File: src/rtl/mem_sram_bridge.sv
// rtl/mem_sram_bridge.sv - req/gnt/rvalid slave driving a 1-cycle-latency single-port block RAM with wait states.
// Optional address range checking is enabled by defining MEM_SRAM_BRIDGE_RANGE_CHECK_EN.
module mem_sram_bridge #(
  parameter int          ADDR_WIDTH  = 14,
  parameter logic [31:0] BASE_ADDR   = 32'h0010_0000,
  parameter int          WAIT_CYCLES = 2
) (
  input  logic                  clk,
  input  logic                  reset,
  input  logic                  req_i,
  input  logic [31:0]           addr_i,
  input  logic                  we_i,
  input  logic [3:0]            be_i,
  input  logic [31:0]           wdata_i,
  output logic                  gnt_o,
  output logic                  rvalid_o,
  output logic [31:0]           rdata_o,
  output logic                  err_o,
  output logic                  ram_en_o,
  output logic [3:0]            ram_we_o,
  output logic [ADDR_WIDTH-1:0] ram_addr_o,
  output logic [31:0]           ram_wdata_o,
  input  logic [31:0]           ram_rdata_i
);

  typedef enum logic [2:0] {
    S_IDLE,
    S_WAIT,
    S_ACCESS,
    S_CAPTURE,
    S_RESP
  } state_t;

  localparam logic [7:0] WAIT_INIT = 8'(WAIT_CYCLES);

  state_t                  state;
  state_t                  next_state;
  logic [7:0]              cnt;
  logic                    we_q;
  logic [3:0]              be_q;
  logic [ADDR_WIDTH-1:0]   addr_q;
  logic [31:0]             wdata_q;
  logic                    err_q;
  logic                    flag_d;
  logic                    enter_access;
  logic                    from_idle;

  logic unused_addr;
  assign unused_addr = ^{addr_i[31:ADDR_WIDTH+2], addr_i[1:0]};

`ifdef MEM_SRAM_BRIDGE_RANGE_CHECK_EN
  localparam logic [32:0] RAM_BYTES = 33'(1) << (ADDR_WIDTH + 2);
  localparam logic [32:0] BASE_EXT  = {1'b0, BASE_ADDR};
  localparam logic [32:0] LIMIT_EXT = BASE_EXT + RAM_BYTES;
  assign flag_d = ({1'b0, addr_i} < BASE_EXT) || ({1'b0, addr_i} >= LIMIT_EXT);
  assign err_o  = rvalid_o && err_q;
`else
  assign flag_d = 1'b0;
  assign err_o  = 1'b0;
`endif

  always_comb begin
    next_state = state;
    gnt_o      = 1'b0;
    case (state)
      S_IDLE: begin
        gnt_o = req_i;
        if (req_i) next_state = (WAIT_CYCLES == 0) ? S_ACCESS : S_WAIT;
      end
      S_WAIT:    if (cnt == 8'd1) next_state = S_ACCESS;
      S_ACCESS:  next_state = S_CAPTURE;
      S_CAPTURE: next_state = S_RESP;
      S_RESP:    next_state = S_IDLE;
      default:   next_state = S_IDLE;
    endcase
  end

  // Flagged transfers still walk through ACCESS so latency is identical; only the RAM strobe is masked.
  assign ram_en_o = (state == S_ACCESS) && !err_q;
  assign ram_we_o = (ram_en_o && we_q) ? be_q : 4'h0;
  assign rvalid_o = (state == S_RESP);

  assign enter_access = (next_state == S_ACCESS) && (state != S_ACCESS);
  assign from_idle    = (state == S_IDLE);

  always_ff @(posedge clk or posedge reset) begin
    if (reset) begin
      state       <= S_IDLE;
      cnt         <= 8'd0;
      we_q        <= 1'b0;
      be_q        <= 4'h0;
      addr_q      <= '0;
      wdata_q     <= 32'h0;
      err_q       <= 1'b0;
      rdata_o     <= 32'h0;
      ram_addr_o  <= '0;
      ram_wdata_o <= 32'h0;
    end else begin
      state <= next_state;
      if (from_idle && req_i) begin
        cnt     <= WAIT_INIT;
        we_q    <= we_i;
        be_q    <= be_i;
        addr_q  <= addr_i[ADDR_WIDTH+1:2];
        wdata_q <= wdata_i;
        err_q   <= flag_d;
      end else if (state == S_WAIT) begin
        cnt <= cnt - 8'd1;
      end
      // RAM address/data only move at the edge entering ACCESS; with zero wait states that edge is the grant.
      if (enter_access) begin
        ram_addr_o  <= from_idle ? addr_i[ADDR_WIDTH+1:2] : addr_q;
        ram_wdata_o <= from_idle ? wdata_i : wdata_q;
      end
      if (state == S_CAPTURE) begin
        if (err_q)     rdata_o <= 32'hDEAD_BEEF;
        else if (we_q) rdata_o <= 32'h0;
        else           rdata_o <= ram_rdata_i;
      end
    end
  end

endmodule

File: config.mk
export PLATFORM = sky130hd
export DESIGN_NAME = mem_sram_bridge
export DESIGN_NICKNAME = d
export VERILOG_FILES = /design/src/rtl/mem_sram_bridge.sv
export SDC_FILE = /design/constraint.sdc
export NUM_CORES = 1
export LEC_CHECK = 0
export BUFFER_PORTS_ARGS = -buffer_cell sky130_fd_sc_hd__buf_4
export CAP_MARGIN = 10
export CORE_MARGIN = 2
export CORE_UTILIZATION = 55
export DETAILED_ROUTE_END_ITERATION = 8
export MAX_ROUTING_LAYER = met4
export PLACE_DENSITY = 0.85
export SYNTH_ARGS = -nofsm -noshare
export SYNTH_HDL_FRONTEND = slang
export SYNTH_SLANG_ARGS = --single-unit
File: constraint.sdc
create_clock -name clk -period 9.05 [get_ports clk]
set_input_delay 0.4525 -clock clk [delete_from_list [all_inputs] [get_ports clk]]
set_output_delay 0.4525 -clock clk [all_outputs]
set_load 0.02 [all_outputs]
==> reports/metrics.csv <==
stage,metric,value,unit
drt,drc,0,
synth,async_flop_share,1.00,
timing,relSlewSlack,0.444,
timing,fin_tns_setup,0,ns
cells_and_area,utilization,0.747,
synth,ys_ff_latch,140,
min_path,hp-class,in -> async,
timing,min_period,2.39,ns
pwr,switching_share,0.335,
critical_path,r2r.worst_path.cells,4,
clocking,clock_path_buffers,2,
cells_and_area,antennaDiodeCount,0,
timing,finClkSkew,0.0117,ns
pwr,p_sw,1.04,mW
drt,wirelength,13200,um
global_routing,grt_max_degree,74,
synth,synth_xor_area_frac,0.00282,
critical_path,critPathMaxFanout,7,
synth,synthAdderAreaFrac,0.00402,
synth,synth_compound_area_frac,0.0380,
clocking,cts_root_buf,clkbuf_16,
pwr,ir_worst_vdd,0.255,mV
timing,fmax,0.418,GHz
critical_path,end_kind,output pin,
clocking,cts_setup_buffers,0,
cells_and_area,area_delta_synth_final,31.4,%
critical_path,critPathMaxStageDelay,0.66,ns
global_routing,grt_util_met1,0.278,
synth,synthSimpleGateAreaFrac,0.0809,
drt,ant_nets,0,
global_routing,grt_pass1_wl,20600,um
synth,yosysWarnings,0,
floorplan,initial_core_util,0.569,
cells_and_area,drive_above_1_share,0.561,
synth,ys_types,38,
synth,yosys-mux-area-fraction,0.278,
clocking,cts_buffers,17,
critical_path,slowest_stage,nor3b_1,
drt,drt_pass1_iterations,4,
pwr,combPwrFrac,0.405,
synth,synth_largest_area_cell,dfrtp_1,
timing,rsz0062_at_grt,no,
pwr,power_density,378,mW/mm2
timing,hold_violations,0,
critical_path,crit_buf_inv,1,
clocking,cts_sinks,140,
run_status,status,completed,
clocking,clk_latency,0.41,ns
placement,hpwl,8760,um
global_routing,grt_use_met2,0.373,
timing,tightest_slew,0.833,ns
global_routing,use_met3,0.0653,
pwr,power.share.sequential,0.357,
drt,first_iter_violations,183,
clocking,cts.hold.buffers_added,0,
clocking,tritoncts,yes,
flow_run,maxCapViolCount,0,
placement,globalplace.congestion,0.766,
floorplan,die_h,110,um
floorplan,die_width,110,um
global_routing,track_usage,0.230,
clocking,cts_max_level,4,
timing,timing.final.crit_share,0.264,
cells_and_area,final_nets,728,
global_routing,grt_busiest_layer,met2,
floorplan,dieArea,0.0122,mm2
pwr,p_leak,3.94,nW
floorplan,rows,38,
synth,syn-cell-area,0.00622,mm2
timing,slew_violations,0,
critical_path,r2r_end,ram_addr_o[12],
timing,setup_viol,0,
synth,synth_common_cells,"dfrtp_1, mux2_2, nand2_1, nand2b_1, o21ai_0",
synth,syn_inst,457,
clocking,cts.repair.resized,0,
global_routing,gr-total-overflow,0,
critical_path,worstReg2RegStart,cnt[3],
critical_path,crit_family,simple AND/OR/NAND/NOR gates,
placement,io_buffers,170,
synth,synthTopCellsByArea,"dfrtp_1, mux2_2, mux2_4",
critical_path,worst-r2r-setup-slack,6.69,ns
drt,vias,4083,
critical_path,cp.required,8.60,ns
drt,routedWlPerCell,17.0,um
global_routing,grt_pass1_vias,4308,
synth,synth_top_cell_area_share,0.563,
global_routing,antenna_found_initial,0,
synth,yosysMostFrequentCell,dfrtp_1,
pwr,pwr-share-clk,0.238,
critical_path,cp.arrival,1.94,ns
synth,synth_edf_count,0,
synth,synth_area_per_cell,13.6,um2
floorplan,ios,190,
synth,synth_seq_area_share,0.563,
synth,synth_top_family_by_area,multiplexers,
pwr,p_int,2.06,mW
floorplan,coreArea,0.0109,mm2
synth,synth_ff_type,dfrtp_1,
critical_path,cp_cell_sequence,nor3b_1 > and3_1 > buf_4,
cells_and_area,nFillCells,719,
critical_path,critPathLaunchType,flop,
synth,syn-num-nets,563,
clocking,path_clk_slew,0.06,ns
critical_path,path_class,reg -> out,
drt,via_per_inst,5.27,
## stage by stage
stage / instances / area (um2) / power, mW / worst slack [ns] / hold WS, ns
floorplan: 457 / 6220 / 1.94 / 4.84 / 0.471
global placement: 743 / 7540 / 2.29 / 6.74 / 0.465
detailed placement: 743 / 7540 / 2.37 / 6.72 / 0.475
CTS: 775 / 8170 / 3.12 / 6.66 / 0.159
global route: 775 / 8170 / 3.27 / 6.54 / 0.189
finish: 775 / 8170 / 3.09 / 6.66 / 0.124
## flip-flops by register name, indices dropped and copies added, names as in the netlist
signal	cells
be_q	4
we_q	1
ram_addr_o	14
wdata_q	32
addr_q	14
rdata_o	32
ram_wdata_o	32
cnt	8
state	3
## cell type report
class	instances	area [um2]	share of cell area
Clock buffer	18	439	0.0537
Clock inverter	14	191	0.0234
Inverter	5	23.8	0.00291
Multi-Input combinational cell	282	2520	0.308
Sequential cell	140	3500	0.429
Tap cell	140	175	0.0214
Timing Repair Buffer	176	1320	0.162
## metal layers
layer  part of all wire  vias to the layer above
met5                  0                        -
met4             0.0076                        0
met3              0.072                        9
met2               0.50                      145
met1               0.43                     2003
li1                   -                     1926
## layout by cell type (no fill, tap or decap), types with 3 or more instances in the layout
| cell type | n |
|---|---|
| and3_1 | 4 |
| buf_4 | 176 |
| bufinv_16 | 4 |
| clkbuf_16 | 17 |
| clkinv_2 | 4 |
| clkinv_4 | 3 |
| dfrtp_1 | 140 |
| inv_1 | 4 |
| inv_6 | 3 |
| mux2_2 | 114 |
| mux2_4 | 29 |
| nand2_1 | 34 |
| nand2b_1 | 34 |
| o21ai_0 | 34 |
## how the worst max path moves through the flow
stage / depth (start not counted) / from / to / slack (ns)
final: 3 / state[1] / ram_we_o[2] / 6.66
after detailed placement: 4 / cnt[3] / ram_addr_o[13] / 6.72
after global routing: 3 / state[1] / ram_we_o[2] / 6.54
after global placement: 4 / cnt[2] / ram_addr_o[12] / 6.74
after CTS: 3 / state[1] / ram_we_o[2] / 6.66
after floorplan: 1 / reset / addr_q[0] / 4.84
## power by group through the flow
stage	registers (mW)	clock network [mW]	logic, mW
after floorplan	1.24	0	0.696
after global placement	1.08	0	1.21
after detailed placement	1.11	0	1.26
after CTS	1.11	0.748	1.27
after global routing	1.14	0.779	1.35
final	1.11	0.735	1.25
## cells by family after synthesis
family / after synthesis
buffers and inverters: 35
AOI/OAI and AO/OA: 43
muxes: 144
and+or+nand+nor: 90
other: 1
DFF: 140
xor gates and xnor gates: 2
adders and majority gates: 2
Note: power is estimated with default switching activity, not from simulation.
